<file path="src/rtl/bus_timer_io.sv">
// bus_timer_io
//   Memory-mapped responder on the processor bus. It holds a prescaled 16-bit
//   down-counting delay timer and a switch input port. Read data is registered,
//   so it is valid one clock after the address, with the same timing as the
//   synchronous instruction memory.
//
//   Register map (offset = ADDR[2:0]; ADDR[11:3] is ignored, so registers alias):
//     0 RELOAD  r/w
//     1 CTRL    r/w  bit0 EN, bit1 AUTO
//     2 COUNT   r
//     3 STATUS  r    bit0 DONE, clear-on-read (a simultaneous set wins)
//     4 SWIN    r    switch value
//     5..7      read 0
//
//   Ports:
//     Clock        system clock, rising edge
//     Reset        synchronous, active-high
//     ADDR[15:0]   processor address; ADDR[15:12] == BASE selects this block
//     DOUT[15:0]   processor write data
//     W            processor write strobe
//     SW[15:0]     slide switches (asynchronous)
//     Q[15:0]      registered read data, 0 when no read is selected
//     CS_Q         registered read-select for the DIN mux
//     DONE         sticky timer-expired flag
//
//   Build option: define SW_SYNC_EN to pass SW through a two-flop synchronizer
//   before SWIN. When it is undefined, SW is sampled directly by the read
//   register, which is only safe if SW is synchronized upstream.

module bus_timer_io #(
  parameter logic [3:0]  BASE     = 4'h3,
  parameter int unsigned PRESCALE = 50000
) (
  input  logic        Clock,
  input  logic        Reset,
  input  logic [15:0] ADDR,
  input  logic [15:0] DOUT,
  input  logic        W,
  input  logic [15:0] SW,
  output logic [15:0] Q,
  output logic        CS_Q,
  output logic        DONE
);

  localparam logic [15:0] PS_LAST    = 16'(PRESCALE - 1);
  localparam logic [2:0]  OFF_RELOAD = 3'd0;
  localparam logic [2:0]  OFF_CTRL   = 3'd1;
  localparam logic [2:0]  OFF_COUNT  = 3'd2;
  localparam logic [2:0]  OFF_STATUS = 3'd3;
  localparam logic [2:0]  OFF_SWIN   = 3'd4;

  // Bus decode
  logic       cs;
  logic       wr_en;
  logic       rd_en;
  logic [2:0] off;
  logic       ctrl_wr;
  logic       status_rd;
  logic       addr_unused;

  always_comb begin
    cs        = (ADDR[15:12] == BASE);
    wr_en     = cs & W;
    rd_en     = cs & ~W;
    off       = ADDR[2:0];
    ctrl_wr   = wr_en && (off == OFF_CTRL);
    status_rd = rd_en && (off == OFF_STATUS);
  end

  // Middle address bits deliberately take no part in decode.
  assign addr_unused = ^ADDR[11:3];

  // Timer state
  logic [15:0] reload;
  logic [15:0] count;
  logic [15:0] presc;
  logic        en;
  logic        auto_rl;
  logic        done;

  logic [15:0] count_n;
  logic [15:0] presc_n;
  logic        en_n;
  logic        auto_n;
  logic        done_set;
  logic        tick;
  logic        run;
  logic        start;

  always_comb begin
    tick  = en && (presc == PS_LAST);
    // An EN 0->1 write restarts the timer; an EN=0 write freezes it this edge.
    start = ctrl_wr && !en && DOUT[0];
    run   = en && !(ctrl_wr && !DOUT[0]);

    count_n  = count;
    presc_n  = presc;
    en_n     = en;
    auto_n   = auto_rl;
    done_set = 1'b0;

    if (ctrl_wr) begin
      en_n   = DOUT[0];
      auto_n = DOUT[1];
    end

    if (start) begin
      count_n = reload;
      presc_n = 16'd0;
    end else if (run) begin
      if (count == 16'd0) begin
        // Started with RELOAD == 0: expire immediately rather than run at 0.
        en_n     = 1'b0;
        done_set = 1'b1;
      end else begin
        presc_n = tick ? 16'd0 : presc + 16'd1;
        if (tick) begin
          if (count != 16'd1) begin
            count_n = count - 16'd1;
          end else begin
            done_set = 1'b1;
            if (auto_rl && (reload != 16'd0)) begin
              count_n = reload;
            end else begin
              count_n = 16'd0;
              en_n    = 1'b0;
            end
          end
        end
      end
    end
  end

  always_ff @(posedge Clock) begin
    if (Reset) begin
      reload  <= 16'd0;
      count   <= 16'd0;
      presc   <= 16'd0;
      en      <= 1'b0;
      auto_rl <= 1'b0;
      done    <= 1'b0;
    end else begin
      if (wr_en && (off == OFF_RELOAD)) begin
        reload <= DOUT;
      end
      count   <= count_n;
      presc   <= presc_n;
      en      <= en_n;
      auto_rl <= auto_n;
      // Set has priority over clear-on-read.
      done    <= (done & ~status_rd) | done_set;
    end
  end

  assign DONE = done;

  // Switch input
  logic [15:0] swin;

`ifdef SW_SYNC_EN
  logic [15:0] sw_p1;
  logic [15:0] sw_p2;

  always_ff @(posedge Clock) begin
    if (Reset) begin
      sw_p1 <= 16'd0;
      sw_p2 <= 16'd0;
    end else begin
      sw_p1 <= SW;
      sw_p2 <= sw_p1;
    end
  end

  assign swin = sw_p2;
`else
  assign swin = SW;
`endif

  // Read mux (stage 0: combinational, pre-edge register values)
  logic [15:0] rd_data_p0;

  always_comb begin
    rd_data_p0 = 16'd0;
    case (off)
      OFF_RELOAD: rd_data_p0 = reload;
      OFF_CTRL:   rd_data_p0 = {14'd0, auto_rl, en};
      OFF_COUNT:  rd_data_p0 = count;
      OFF_STATUS: rd_data_p0 = {15'd0, done};
      OFF_SWIN:   rd_data_p0 = swin;
      default:    rd_data_p0 = 16'd0;
    endcase
  end

  // Stage 1: registered read data and select
  logic [15:0] q_p1;
  logic        vld_p1;

  always_ff @(posedge Clock) begin
    if (Reset) begin
      q_p1   <= 16'd0;
      vld_p1 <= 1'b0;
    end else begin
      vld_p1 <= rd_en;
      q_p1   <= rd_en ? rd_data_p0 : 16'd0;
    end
  end

  assign Q    = q_p1;
  assign CS_Q = vld_p1;

endmodule

</file>
<file path="config.mk">
export PLATFORM = sky130hd
export DESIGN_NAME = bus_timer_io
export DESIGN_NICKNAME = d
export VERILOG_FILES = /design/src/rtl/bus_timer_io.sv
export SDC_FILE = /design/constraint.sdc
export NUM_CORES = 1
export LEC_CHECK = 0
export CORE_MARGIN = 1.5
export CORE_UTILIZATION = 45
export DETAILED_ROUTE_END_ITERATION = 16
export PLACE_DENSITY = 0.74
export SLEW_MARGIN = 0
export SYNTH_ARGS = -nofsm -noshare
export SYNTH_HDL_FRONTEND = slang
export SYNTH_SLANG_ARGS = --single-unit
</file>
<file path="constraint.sdc">
create_clock -name Clock -period 3.5 [get_ports Clock]
set_input_delay 0.7 -clock Clock [delete_from_list [all_inputs] [get_ports Clock]]
set_output_delay 0.7 -clock Clock [all_outputs]
set_load 0.03 [all_outputs]
</file>
# --- Yosys cells after proc, flatten, opt, wreduce, memory -nomap -nowiden ---
# Index checks and enable logic that the tools add are counted.
# Widths: inputs -> output; s select.
op_classes:
  n_addsub: 2
  shifts: 0
  order_cmp: 0
  reduce_logical: 21
  muxes: 20
  mul: 0
  div_mod_pow: 0
  bitwise: 8
  n_eq_ne: 8
ops:
  columns: ["cell", "n"]
  rows:
  - ["$mux 16", 7]
  - ["$pmux 16 s5", 1]
  - ["$add 16x1->16 const B", 1]
  - ["$eq 16x16->1 const B", 1]
  - ["$logic_not 16->1", 1]
  - ["$ne 16x1->1 const B", 1]
  - ["$reduce_bool 16->1", 1]
  - ["$sub 16x1->16 const B", 1]
  - ["$mux 1", 12]
  - ["$logic_and 1x1->1", 9]
  - ["$eq 3x2->1 const B", 2]
  - ["$eq 4x2->1 const B", 1]
  - ["$not 1->1", 4]
  - ["$reduce_bool 2->1", 2]
  - ["$reduce_or 2->1", 2]
  - ["$and 1x1->1", 3]
  - ["$eq 3x1->1 const B", 1]
  - ["$eq 3x3->1 const B", 1]
  - ["$logic_not 1->1", 3]
  - ["$logic_not 3->1", 1]
  - ["$reduce_and 3->1", 1]
  - ["$ne 2x2->1 const B", 1]
  - ["$reduce_and 2->1", 1]
  - ["$or 1x1->1", 1]
totals:
  ram_bits: 0
  register_bits: 68
  mem_bits_ro: 0
  in_bits: 51
  latchBits: 0
  memories: 0

# --- Longest topological paths before layout ---
depth:
  ltp_word: 10
  ltp_mapped: 9

# --- Least setup slack after synthesis ---
# No wires, ideal clock.
synth_path:
  kind: "input to register"
  start: "input port ADDR[0]"
  end: "register count[3]"
  cell_stages: 7
  path_slack_ns: 1.028
  setup_ns: 0.131
  t_arrival_ns: 2.341
  path_cell_list: "clkbuf_1 nand4bb_1 nor4b_2 clkbuf_1 nor3_1 o311ai_0 o21ai_1"
synth_via:
  elab_chain_len: 7
  elab_cells_between_ends: 12
synth_lines:
  columns: ["element", "line_no", "source"]
  rows:
  - ["from (decl)", "36", "input logic [15:0] ADDR,"]
  - ["$eq 3x1->1 (*)", "66", "ctrl_wr = wr_en && (off == OFF_CTRL);"]
  - ["$logic_and 1x1->1 (*)", "66", null]
  - ["$logic_and 1x1->1", "94", "run = en && !(ctrl_wr && !DOUT[0]);"]
  - ["$logic_not 1->1", "94", null]
  - ["$logic_and 1x1->1", "94", null]
  - ["$reduce_bool 2->1 (no source line)", null, null]
  - ["$reduce_and 3->1 (no source line)", null, null]
  - ["to (signal assigned)", "146", "count <= count_n;"]
  - ["to (decl)", "75", "logic [15:0] count;"]
# Every way passes the cells marked *; elsewhere a longest branch is shown, timed or not.
# A chain may end at the register's enable or synchronous reset.

# --- Worst setup path in the final report ---
layout_path:
  start: "register count[1]"
  end: "register count[11]"
layout_via:
  elab_chain_len: 6
  elab_cells_between_ends: 10
layout_lines:
  columns: ["element", "line_no", "source"]
  rows:
  - ["$sub 16x1->16 / $ne 16x1->1 (equally long branches)", "119, 118", null]
  - ["$mux 16", "118", "if (count != 16'd1) begin"]
  - ["$mux 16", "117", "if (tick) begin"]
  - ["$mux 16", "111", "if (count == 16'd0) begin"]
  - ["$mux 16", "110", "end else if (run) begin"]
  - ["$mux 16", "107", "if (start) begin"]
# Several ways; a longest one is shown, not always the timed one. The select of a mux whose other input is x is not followed.

==> results.json <==
{
  "cts.htree.levels": 3,
  "cts_hold_buf": 0,
  "cts-resized-gates": 0,
  "rr_worst_depth": 9,
  "cts_made_buffers": 9,
  "synth_edf_count": 0,
  "synth_top_flop_cell": "dfxtp_1",
  "layout_common_cells": "dfxtp_1 (68), clkdlybuf4s50_1 (59), nand2_1 (44), a21oi_1 (42), nor2_1 (39)",
  "crit_path_max_fanout": 18,
  "multiInputGateArea_mm2": 0.00208,
  "yosysTopAreaCellShare": 0.376,
  "start_util": 0.466,
  "setup_viol": 0,
  "routedWlPerCell_um": 16.2,
  "drtPass1Iterations": 5,
  "post-cts-setup-buffer-count": 0,
  "synth_nets": 487,
  "grt_max_degree": 47,
  "syn_area_mm2": 0.00362,
  "max_slew_margin": 0.354,
  "viasPerCell": 5.89,
  "drv_slew": 0,
  "synthTopCellsByArea": "dfxtp_1 (38%), a21oi_1 (5.8%), mux2i_1 (5.3%)",
  "holdWs_ns": 0.485,
  "core.rowCount": 32,
  "port_buffers": 59,
  "finalCritPeriodShare": 0.818,
  "dp_slack_ns": 0.515,
  "wl_um": 9540,
  "ys_warn_count": 0,
  "fillers": 712,
  "synth_cells": 432,
  "place.gp.congestion": 0.889,
  "antenna_found_initial": 0,
  "synth_area_per_cell_um2": 8.38,
  "power_mw": 1.68,
  "track_usage": 0.234,
  "required_ns": 3.77,
  "synth_top_area_cell": "dfxtp_1",
  "cap_viol_max_count": 0,
  "setup_slack_ns": 0.636,
  "vias": 3460,
  "grt_pass1_vias": 3418,
  "syn_to_final_growth_pct": 24.7,
  "diodes": 0,
  "path_clk_slew_ns": 0.07,
  "status": "complete, no violations",
  "cts_num_sinks": 68,
  "rsz0062_at_grt": "false",
  "die_h_um": 92.7,
  "criticalPathCategory": "reg2reg",
  "async_flop_share": 0,
  "drive_above_1_share": 0.0866,
  "layout_commonest_cell": "dfxtp_1",
  "startpoint_type": "flip-flop",
  "drc": 0,
  "fin_nets": 535,
  "coreArea_mm2": 0.00777,
  "cp.arrival_ns": 3.14,
  "postRouteAntennaNets": 0,
  "register_area_mm2": 0.00136,
  "num_io_pins": 69,
  "cts-root-buf": "clkbuf_8",
  "ys_ff_latch": 68,
  "grt_first_pass_wirelength_um": 16000,
  "p_per_area_mw_per_mm2": 372,
  "finalHoldViolCount": 0,
  "ys_types": 59,
  "die-area_mm2": 0.00860,
  "ys_seq_area_frac": 0.376,
  "holdPathStages": 2,
  "fmax_ghz": 0.349,
  "tns_ns": 0,
  "cts_tree": "built",
  "fin_skew_ns": 0.0136,
  "p_leak_nw": 1.56,
  "hold_path_class": "reg2reg",
  "grt_overflow": 0,
  "insertion_delay_ns": 0.36,
  "worstMarginPinSlew_ns": 0.966,
  "ir_worst_vdd_v": 0.000257,
  "critPathCaptureType": "flip-flop",
  "dpl.hpwl_um": 6710,
  "die_width_um": 92.7,
  "first_iter_violations": 220,
  "clockBufferDepth": 2,
  "post-route-min-period_ns": 2.86
}
cell families (layout without fill, tap and decap cells):
logic type               Yosys count  in the layout  share of synthesized area
AO/OA/AOI/OAI                     97             97                      0.185
XOR/XNOR                          19             19                     0.0459
adder cells (fa/ha/maj)            4              4                     0.0138
AND/OR/NAND/NOR                  184            184                      0.273
flip-flops                        68             68                      0.376
buffers and inverters             40             93                     0.0511
multiplexers                      20             20                     0.0556
cell type report:
| cell class | instances | area share |
|---|---|---|
| clock buffer | 9 | 0.0274 |
| sequential | 68 | 0.301 |
| clock inverter | 7 | 0.0255 |
| timing repair buffer | 69 | 0.150 |
| tap | 102 | 0.0282 |
| inverter | 8 | 0.00665 |
| multi-input combinational | 324 | 0.461 |
synth_stat cells (all sizes together) (4+ instances only):
cell	count
o32ai	5
or3	4
o21ai	7
nand3	9
nand4	4
a32oi	6
o311ai	5
or4	7
nor4	18
nand2	44
a21oi	42
nor4b	5
a22oi	7
clkbuf	21
dfxtp	68
inv	8
nor2	40
nor2b	4
ha	4
buf	11
nor3	31
mux2i	19
xnor2	17
a211oi	14
sequential cells by signal (all words and copies together), names as in the netlist:
signal	count
reload	16
DONE	1
Q	16
count	16
CS_Q	1
en	1
presc	16
auto_rl	1
routing by layer:
layer  share of wire  routed length [um]  global-route usage  vias to the layer above
met1            0.41                3920               0.277                     1636
met3           0.075                 717              0.0591                       11
met5               0                   0                   0                        -
met2            0.50                4770               0.407                      121
li1                -                   -                   -                     1692
met4           0.014                 133              0.0833                        0
power by group:
| group | switching (mW) | internal, mW | leakage [nW] |
|---|---|---|---|
| Sequential | 0.00173 | 0.775 | 0.548 |
| Clock | 0.310 | 0.470 | 0.115 |
| Combinational | 0.0571 | 0.0674 | 0.893 |
| Total | 0.368 | 1.31 | 1.56 |
path summary, 6_finish.rpt:
kind,from,to,slack [ns]
min,reload[15]$_SDFFE_PP0P_,reload[15]$_SDFFE_PP0P_,0.49
max reg2reg,count[1]$_SDFFE_PP0P_,count[11]$_SDFFE_PP0P_,0.64
max,count[1]$_SDFFE_PP0P_,count[11]$_SDFFE_PP0P_,0.64
min reg2reg,reload[15]$_SDFFE_PP0P_,reload[15]$_SDFFE_PP0P_,0.49
worst max-delay path, stage by stage (launching register included):
cell	delay (ns)
dfxtp_1	0.37
inv_1	0.17
ha_1	0.16
or4b_1	0.48
nor4_4	0.23
buf_4	0.26
o21a_1	0.45
nor2_1	0.26
buf_12	0.22
a211oi_2	0.17
stage by stage:
step	area, um2	std cells	util
2_1_floorplan	3620	432	-
3_3_place_gp	4280	571	0.551
3_5_place_dp	4280	571	0.551
4_1_cts	4520	587	0.582
5_1_grt	4520	587	0.582
6_report	4520	587	0.582
Power figures use the tool's default switching activity.
